$ cat src/rtl/pipe_pkg.sv
// Shared types and constants for the pipeline hazard/forwarding controller.
package pipe_pkg;
    localparam int FWD_REGFILE = 0;
    localparam int EXE = 0;
    localparam int MEM = 1;
    localparam int WB  = 2;

    // Widest register address a scoreboard entry can hold.
    localparam int REG_AW_MAX = 8;

    typedef struct packed {
        logic                  v;
        logic [REG_AW_MAX-1:0] rn;
        logic                  ld;
    } sb_entry_t;
endpackage

$ cat src/rtl/pipe_hazard_unit_if.sv
// ID-stage request and hazard-control response bundle between the CPU and the hazard unit.
interface pipe_hazard_unit_if #(
    parameter int REG_AW = 5,
    parameter int FSEL_W = 2,
    parameter int CNT_W  = 16
);
    logic              id_valid;
    logic [REG_AW-1:0] id_rs;
    logic [REG_AW-1:0] id_rt;
    logic              id_use_rs;
    logic              id_use_rt;
    logic              id_wreg;
    logic [REG_AW-1:0] id_rn;
    logic              id_m2reg;
    logic              branch_taken;
    logic              stall;
    logic              flush_if;
    logic [FSEL_W-1:0] fwd_a;
    logic [FSEL_W-1:0] fwd_b;
    logic [CNT_W-1:0]  stall_count;

    modport master (
        output id_valid, id_rs, id_rt, id_use_rs, id_use_rt, id_wreg, id_rn, id_m2reg,
               branch_taken,
        input  stall, flush_if, fwd_a, fwd_b, stall_count
    );

    modport slave (
        input  id_valid, id_rs, id_rt, id_use_rs, id_use_rt, id_wreg, id_rn, id_m2reg,
               branch_taken,
        output stall, flush_if, fwd_a, fwd_b, stall_count
    );
endinterface

$ cat src/rtl/hazard_scoreboard.sv
// Shift register of in-flight destinations, entry 0 = EXE through entry DEPTH-1 = WB.
module hazard_scoreboard
    import pipe_pkg::*;
#(
    parameter int REG_AW = 5,
    parameter int DEPTH  = 3
) (
    input  logic                         clk,
    input  logic                         rst,
    input  logic                         in_v,
    input  logic [REG_AW-1:0]            in_rn,
    input  logic                         in_ld,
    output logic [DEPTH-1:0]             v,
    output logic [DEPTH-1:0][REG_AW-1:0] rn,
    output logic [DEPTH-1:0]             ld
);
    sb_entry_t ent [DEPTH];

    always_ff @(posedge clk) begin
        if (rst) begin
            for (int k = 0; k < DEPTH; k++) ent[k] <= '0;
        end else begin
            ent[0] <= '{v: in_v, rn: REG_AW_MAX'(in_rn), ld: in_ld};
            for (int k = 1; k < DEPTH; k++) ent[k] <= ent[k-1];
        end
    end

    logic [DEPTH-1:0] unused_hi;

    for (genvar k = 0; k < DEPTH; k++) begin : g_out
        assign v[k]  = ent[k].v;
        assign rn[k] = ent[k].rn[REG_AW-1:0];
        assign ld[k] = ent[k].ld;
        // Entry storage is sized for the widest address; upper bits are always zero.
        assign unused_hi[k] = ^ent[k].rn;
    end
endmodule

$ cat src/rtl/pipe_hazard_unit.sv
// ID-stage stall, operand forward selects, IF flush and stall-cycle counter for the 5-stage pipe.
module pipe_hazard_unit
    import pipe_pkg::*;
#(
    parameter int REG_AW  = 5,
    parameter int DEPTH   = 3,
    parameter int FORWARD = 1,
    parameter int CNT_W   = 16,
    localparam int FSEL_W = $clog2(DEPTH+1)
) (
    input logic               clk,
    input logic               rst,
    pipe_hazard_unit_if.slave hz
);
    typedef struct packed {
        logic              any;
        logic              lu;
        logic [FSEL_W-1:0] sel;
    } pick_t;

    logic [DEPTH-1:0]             sb_v;
    logic [DEPTH-1:0][REG_AW-1:0] sb_rn;
    logic [DEPTH-1:0]             sb_ld;
    logic                         stall_raw;
    logic                         chk_a, chk_b;
    pick_t                        pa, pb;
    logic [CNT_W-1:0]             cnt;

    hazard_scoreboard #(.REG_AW(REG_AW), .DEPTH(DEPTH)) u_sb (
        .clk   (clk),
        .rst   (rst),
        .in_v  (hz.id_valid & hz.id_wreg & ~hz.stall),
        .in_rn (hz.id_rn),
        .in_ld (hz.id_m2reg),
        .v     (sb_v),
        .rn    (sb_rn),
        .ld    (sb_ld)
    );

    // Youngest match wins; the WB entry is skipped because the regfile writes mid-cycle.
    function automatic pick_t pick(input logic [REG_AW-1:0] r, input logic chk);
        pick_t p;
        p = '{any: 1'b0, lu: 1'b0, sel: FSEL_W'(FWD_REGFILE)};
        if (chk) begin
            for (int k = 0; k < DEPTH-1; k++) begin
                if (!p.any && sb_v[k] && sb_rn[k] == r) begin
                    p.any = 1'b1;
                    if (k == EXE && sb_ld[k]) p.lu = 1'b1;
                    else                      p.sel = FSEL_W'(k+1);
                end
            end
        end
        return p;
    endfunction

    assign chk_a = hz.id_valid & hz.id_use_rs & (hz.id_rs != '0);
    assign chk_b = hz.id_valid & hz.id_use_rt & (hz.id_rt != '0);

    always_comb begin
        pa = pick(hz.id_rs, chk_a);
        pb = pick(hz.id_rt, chk_b);
        stall_raw = (FORWARD != 0) ? (pa.lu | pb.lu) : (pa.any | pb.any);
        hz.stall    = ~rst & stall_raw;
        hz.flush_if = ~rst & hz.branch_taken & ~stall_raw;
        hz.fwd_a    = FSEL_W'(FWD_REGFILE);
        hz.fwd_b    = FSEL_W'(FWD_REGFILE);
        if (FORWARD != 0 && !rst) begin
            hz.fwd_a = pa.sel;
            hz.fwd_b = pb.sel;
        end
    end

    always_ff @(posedge clk) begin
        if (rst)                         cnt <= '0;
        else if (hz.stall && cnt != '1)  cnt <= cnt + 1'b1;
    end

    assign hz.stall_count = cnt;

    logic unused_sb;
    assign unused_sb = ^{sb_ld[DEPTH-1:1], sb_v[DEPTH-1], sb_rn[DEPTH-1]};
endmodule

$ cat src/flat_wrapper.sv
// flat-port wrapper written by rule: the top's interface ports become plain ports
module pipe_hazard_unit_flat import pipe_pkg::*;
#(
    parameter int REG_AW  = 5,
    parameter int DEPTH   = 3,
    parameter int FORWARD = 1,
    parameter int CNT_W   = 16,
    localparam int FSEL_W = $clog2(DEPTH+1)
)
  (clk, rst, hz_id_valid, hz_id_rs, hz_id_rt, hz_id_use_rs, hz_id_use_rt, hz_id_wreg, hz_id_rn, hz_id_m2reg, hz_branch_taken, hz_stall, hz_flush_if, hz_fwd_a, hz_fwd_b, hz_stall_count);
  pipe_hazard_unit_if #(.REG_AW(REG_AW), .FSEL_W(2), .CNT_W(CNT_W)) hz_i ();
  input logic clk;
  input logic rst;
  input wire logic [$bits(hz_i.id_valid)-1:0] hz_id_valid;
  input wire logic [$bits(hz_i.id_rs)-1:0] hz_id_rs;
  input wire logic [$bits(hz_i.id_rt)-1:0] hz_id_rt;
  input wire logic [$bits(hz_i.id_use_rs)-1:0] hz_id_use_rs;
  input wire logic [$bits(hz_i.id_use_rt)-1:0] hz_id_use_rt;
  input wire logic [$bits(hz_i.id_wreg)-1:0] hz_id_wreg;
  input wire logic [$bits(hz_i.id_rn)-1:0] hz_id_rn;
  input wire logic [$bits(hz_i.id_m2reg)-1:0] hz_id_m2reg;
  input wire logic [$bits(hz_i.branch_taken)-1:0] hz_branch_taken;
  output wire logic [$bits(hz_i.stall)-1:0] hz_stall;
  output wire logic [$bits(hz_i.flush_if)-1:0] hz_flush_if;
  output wire logic [$bits(hz_i.fwd_a)-1:0] hz_fwd_a;
  output wire logic [$bits(hz_i.fwd_b)-1:0] hz_fwd_b;
  output wire logic [$bits(hz_i.stall_count)-1:0] hz_stall_count;
  assign hz_i.id_valid = hz_id_valid;
  assign hz_i.id_rs = hz_id_rs;
  assign hz_i.id_rt = hz_id_rt;
  assign hz_i.id_use_rs = hz_id_use_rs;
  assign hz_i.id_use_rt = hz_id_use_rt;
  assign hz_i.id_wreg = hz_id_wreg;
  assign hz_i.id_rn = hz_id_rn;
  assign hz_i.id_m2reg = hz_id_m2reg;
  assign hz_i.branch_taken = hz_branch_taken;
  assign hz_stall = hz_i.stall;
  assign hz_flush_if = hz_i.flush_if;
  assign hz_fwd_a = hz_i.fwd_a;
  assign hz_fwd_b = hz_i.fwd_b;
  assign hz_stall_count = hz_i.stall_count;
  pipe_hazard_unit #(.REG_AW(REG_AW), .DEPTH(DEPTH), .FORWARD(FORWARD), .CNT_W(CNT_W)) u_core (.clk(clk), .rst(rst), .hz(hz_i));
endmodule
$ cat config.mk
export PLATFORM = sky130hd
export DESIGN_NAME = pipe_hazard_unit_flat
export DESIGN_NICKNAME = d
export VERILOG_FILES = /design/src/rtl/pipe_pkg.sv /design/src/rtl/pipe_hazard_unit_if.sv /design/src/rtl/hazard_scoreboard.sv /design/src/rtl/pipe_hazard_unit.sv /design/src/flat_wrapper.sv
export SDC_FILE = /design/constraint.sdc
export NUM_CORES = 1
export LEC_CHECK = 0
export CAP_MARGIN = 15
export CORE_MARGIN = 3
export CORE_UTILIZATION = 25
export DETAILED_ROUTE_END_ITERATION = 16
export PLACE_DENSITY = 0.48
export SLEW_MARGIN = 40
export SYNTH_ARGS = -nofsm -noshare
export SYNTH_HDL_FRONTEND = slang
export SYNTH_SLANG_ARGS = --single-unit
$ cat constraint.sdc
create_clock -name clk -period 5.6 [get_ports clk]
set_clock_uncertainty 0.15 [all_clocks]
set_input_delay 0.56 -clock clk [delete_from_list [all_inputs] [get_ports clk]]
set_output_delay 0.56 -clock clk [all_outputs]
set_load 0.01 [all_outputs]
## Yosys cells after proc, flatten, opt, wreduce, memory -nomap -nowiden

Memory sizes are Yosys's and may differ from the RTL's.
Cells that the tools add are included.

- Add/subtract/negate cells: 1
- Equal/unequal tests: 5
- Muxes and demuxes: 18
- Bitwise logic cells: 16
- Reduce and logical (&&, ||, !) cells: 11

Operators with widths:

| cell | number |
|---|---|
| two-way mux 10 bit | 3 |
| == test 5 bit | 4 |
| adder 16 x 1 -> 16 bit, second input constant | 1 |
| two-way mux 4 bit | 4 |
| != test 16 bit, second input constant | 1 |
| nonzero test 5 bit | 2 |
| AND 1 bit | 9 |
| two-way mux 2 bit | 4 |
| logical AND 1 bit | 7 |
| two-way mux 3 bit | 2 |
| two-way mux 1 bit | 5 |
| OR 1 bit | 4 |
| NOT 1 bit | 3 |
| zero test 1 bit | 2 |

- Register bits: 16
- Memory bits (writable): 30
- Output and inout port bits: 22
- Logic and storage cells: 53
- Memories kept: 1

Memories:

| memory | words | bits a word | read ports | clocked after memory_dff | wr ports | RTL line | source |
|---|---|---|---|---|---|---|---|
| u_core.u_sb.ent | 3 | 10 | 2 | 0 | 3 | hazard_scoreboard.sv:17 | `sb_entry_t ent [DEPTH];` |

## Logic depth before layout (Yosys ltp)

An unclocked memory read counts as a cell.

- Depth in word-level cells: 15
- Gate-level depth with buffers: 8
- Mapped depth without buffers: 7

## Cells and area by module

From an unflattened synthesis, not the netlist that was laid out.

- Cell total of the unflattened synthesis: 182
- Area total of the unflattened synthesis: 1,795.5 sq um

Modules (own cells, without submodules):

| module | instances | cells an instance | area an instance (sq um) | sequential area each (sq um) |
|---|---|---|---|---|
| pipe_hazard_unit | 1 | 138 | 1,171.1 | 320.3 |
| hazard_scoreboard | 1 | 44 | 624.3 | 420.4 |

## Worst setup path after synthesis

Ideal clock, no wire load.

- Kind: input-to-output
- Start point: in hz_id_rs[1]
- End point: out hz_flush_if
- Arrival: 2,105 ps
- Slack: 2,785 ps
- Cell stages on the path: 6
- Path buffers: 0
- Cell sequence: or4_1 -> o211ai_2 -> and4b_4 -> or2_4 -> and2_4 -> nor3b_2

- Word-level cells in the longest chain between the ends: 8

RTL lines:

| element | RTL line | source |
|---|---|---|
| start: declaration | flat_wrapper.sv:15 | `input wire logic [$bits(hz_i.id_rs)-1:0] hz_id_rs;` |
| == test 5 bit | pipe_hazard_unit.sv:46 | `if (!p.any && sb_v[k] && sb_rn[k] == r) begin` |
| logical AND 1 bit | pipe_hazard_unit.sv:46 |  |
| two-way mux 4 bit | pipe_hazard_unit.sv:46 |  |
| two-way mux 4 bit | pipe_hazard_unit.sv:44 | `if (chk) begin` |
| two-way mux 3 bit (*) | pipe_hazard_unit.sv:44 |  |
| OR 1 bit (*) | pipe_hazard_unit.sv:62 | `stall_raw = (FORWARD != 0) ? (pa.lu \| pb.lu) : (pa.any \| pb.any);` |
| NOT 1 bit (*) | pipe_hazard_unit.sv:64 | `hz.flush_if = ~rst & hz.branch_taken & ~stall_raw;` |
| AND 1 bit (*) | pipe_hazard_unit.sv:64 |  |
| end: declaration | flat_wrapper.sv:24 | `output wire logic [$bits(hz_i.flush_if)-1:0] hz_flush_if;` |

Every way passes the cells marked *; elsewhere a longest branch is shown, timed or not. The select of a mux whose other input is x is not followed.

## Worst setup path after layout

Same ends and word-level chain as after synthesis.

==> flow_summary.yaml <==
route:
  route.detailed.drc: 0
  firstDrtPassIters: 4
  wire_per_inst_um: 13.5
  wl_met3_um: 159
  ant_nets: 0
  drt-initial-drc-count: 36
  route.met2.wl_um: 1790
  vias: 1333
  vias_per_cell: 4.63
  wl_met1_um: 1880
  highest_layer: "met4"
  routed_wl_um: 3880
clock_tree:
  cts_max_level: 2
  cts_tree: "yes"
  root_buffer: "clkbuf_8"
  clk_latency_ps: 280
  cts.clk_slew.worst_paths_ps: 70
  cts_buffers: 5
  cts_resized: 0
  clock_path_buffers: 2
  hold_buffers: 0
  clock-sinks: 29
  cts_setup_buffers: 0
global_route:
  grt_pass1_wl_um: 6550
  grt_overflow: 0
  first_global_vias: 1343
  grt_max_degree: 33
  antenna_found_initial: 0
  grtUsageTotal_pct: 11.6
timing:
  setup_viol: 0
  finalCriticalPeriod_ps: 3830
  drv_slew: 0
  maxSlewHeadroom_pct: 62.6
  setup-tns-final_ps: 0
  hold_viol: 0
  whs_ps: 356
  worstMarginPinSlew_ps: 557
  fmax_mhz: 261
  finalCritPeriodShare_pct: 68.5
  rsz0062_at_grt: "no"
final_layout:
  final_common_cell: "clkdlybuf4s50_1"
  final_nets: 239
  syn_to_final_growth_pct: 41.6
  drive_gt1_share_pct: 9.26
  layout_common_cells: "clkdlybuf4s50_1 (44), dfxtp_1 (29), xor2_1 (14)"
  n_antenna_cell: 0
setup_path:
  r2r-end: "u_core.hz.stall_count[7]"
  rr_worst_depth: 6
  crit_required_ps: 4890
  crit_chain: "clkdlybuf4s50_1 -> or4_1 -> o211ai_2 -> and4b_4 -> or2_4 -> and2_4 -> nor3b_2 -> clkdlybuf4s50_1"
  cp-start-kind: "primary input"
  r2r_slack_ps: 3420
  cp_max_fo: 5
  worstSetupPathType: "primary input to output pin"
  timing.rr.start: "u_core.u_sb.ent[0][1]"
  cp_slowest_cell: "or4_1"
  worstPathArrival_ps: 3120
  crit_top_cell: "clkdlybuf4s50_1"
  crit_buf_inv: 2
  cp-end-kind: "output pin"
  crit_start: "hz_id_rs[1]"
  critPathCapture: "hz_flush_if"
  path_delay_family: "simple AND/OR/NAND/NOR gates"
  cp.depth: 8
  slowest_delay_ps: 560
yosys:
  netlist_instances: 167
  yosysUniqueCellTypes: 39
  ys_ff_latch: 29
  syn_area_um2: 1520
  syn_nets: 191
  synth.yosys.seq_area_share_pct: 38.3
  yosysWarnings: 0
  avgSynthCellArea_um2: 9.07
die:
  die_w_um: 83.9
  num_rows: 27
  core_um2: 5680
  ios: 45
  start_util_pct: 26.7
  dieArea_um2: 7030
  fp.dieH_um: 83.9
pwr:
  power.leakage_uw: 0.000709
  peakVddDrop_mv: 0.118
  powerDensity_nw_per_um2: 224
min_path:
  holdPathStages: 2
  hold_path.class: "register to register"
job:
  drv_cap: 0
status:
  status: "finished, final reports clean"
place:
  place.gp.congestion: 0.822
  io_buffers: 44
  hpwl_um: 2990
[routing by layer]
metal | global-route usage (%) | up-vias
li1 | - | 694
met4 | 3.95 | 0
met3 | 3.55 | 4
met5 | 0 | -
met2 | 18.4 | 23
met1 | 14.8 | 612
[worst min path at each step]
stage,start,end
after floorplan,u_core.u_sb.ent[0][9],u_core.u_sb.ent[0][19]
after global placement,u_core.hz.stall_count[15],u_core.hz.stall_count[15]
after detailed placement,u_core.hz.stall_count[8],u_core.hz.stall_count[8]
after CTS,u_core.hz.stall_count[8],u_core.hz.stall_count[8]
after global routing,u_core.u_sb.ent[0][5],u_core.u_sb.ent[0][15]
final,u_core.hz.stall_count[8],u_core.hz.stall_count[8]
[report_power, final]
group / leakage [µW] / switching, µW / internal (µW)
Sequential: 0.000236 / 5.22 / 210
Combinational: 0.000418 / 17.5 / 25.9
Clock: 0.0000543 / 88.3 / 133
Total: 0.000709 / 111 / 369
[worst reg2reg max path, cell delays in order, from the launching register on]
cell and delay [ps]:
dfxtp_1 420, xnor2_1 140, nand4_1 150, nor3_2 450, o21ai_4 230, or4_1 440
a21oi_1 140
[stage by stage]
stage	instances	setup WS (ps)	utilization (%)	power [µW]	area, µm²
after floorplan	167	2790	-	239	1520
after global placement	280	1780	35.8	265	2030
after CTS	288	1760	37.8	488	2150
after global routing	288	1660	37.8	499	2150
after detailed placement	280	1760	35.8	264	2030
final	288	1770	37.8	480	2150
[flip-flops by register name, summed over array words and instances (netlist names)]
register               flops
u_core.u_sb.ent           13
u_core.hz.stall_count     16
[logic make-up after synthesis]
group	share of synthesized area, %
multiplexers	0.661
flip-flops	38.3
XOR/XNOR	13.3
buffers and inverters	2.48
AND/OR/NAND/NOR	29.6
adder cells (fa/ha/maj)	0.826
AO/OA/AOI/OAI	14.9
[synthesized netlist by cell type]
cell type | n | area [µm²]
o21ai_1 | 3 | 15.0
nor2b_1 | 13 | 81.3
buf_1 | 1 | 3.75
o21ai_0 | 3 | 15.0
a31o_1 | 1 | 8.76
ha_1 | 1 | 12.5
or2_4 | 1 | 8.76
nand2_1 | 10 | 37.5
buf_6 | 1 | 11.3
xor2_1 | 14 | 123
o31ai_1 | 4 | 30.0
or3_1 | 7 | 43.8
nor3b_2 | 1 | 12.5
xnor2_1 | 9 | 78.8
a21oi_1 | 11 | 55.1
o211ai_2 | 2 | 25.0
nor4_1 | 4 | 25.0
a21boi_1 | 1 | 7.51
o211ai_4 | 1 | 21.3
nor3_1 | 4 | 20.0
mux2i_1 | 1 | 10.0
and4b_4 | 1 | 13.8
a311oi_1 | 1 | 8.76
nor4_2 | 1 | 12.5
nor2_1 | 7 | 26.3
or4_1 | 6 | 45.0
o21a_1 | 2 | 15.0
nand4_1 | 3 | 18.8
o211ai_1 | 1 | 7.51
and2_1 | 1 | 6.26
nand3_1 | 8 | 40.0
clkbuf_1 | 2 | 7.51
and3_1 | 2 | 12.5
dfxtp_1 | 29 | 581
o21ai_4 | 1 | 16.3
inv_1 | 4 | 15.0
and2_4 | 1 | 8.76
nor3b_1 | 2 | 15.0
nor3_2 | 2 | 20.0
[layout make-up]
| cell class | instances | area [µm²] |
|---|---|---|
| inverter | 4 | 15.0 |
| clock inverter | 3 | 46.3 |
| tap | 72 | 90.1 |
| timing repair buffer | 45 | 448 |
| fill | 611 | 3530 |
| sequential | 29 | 581 |
| multi-input combinational | 130 | 897 |
| clock buffer | 5 | 68.8 |
Note: power is estimated with default switching activity, not from simulation.
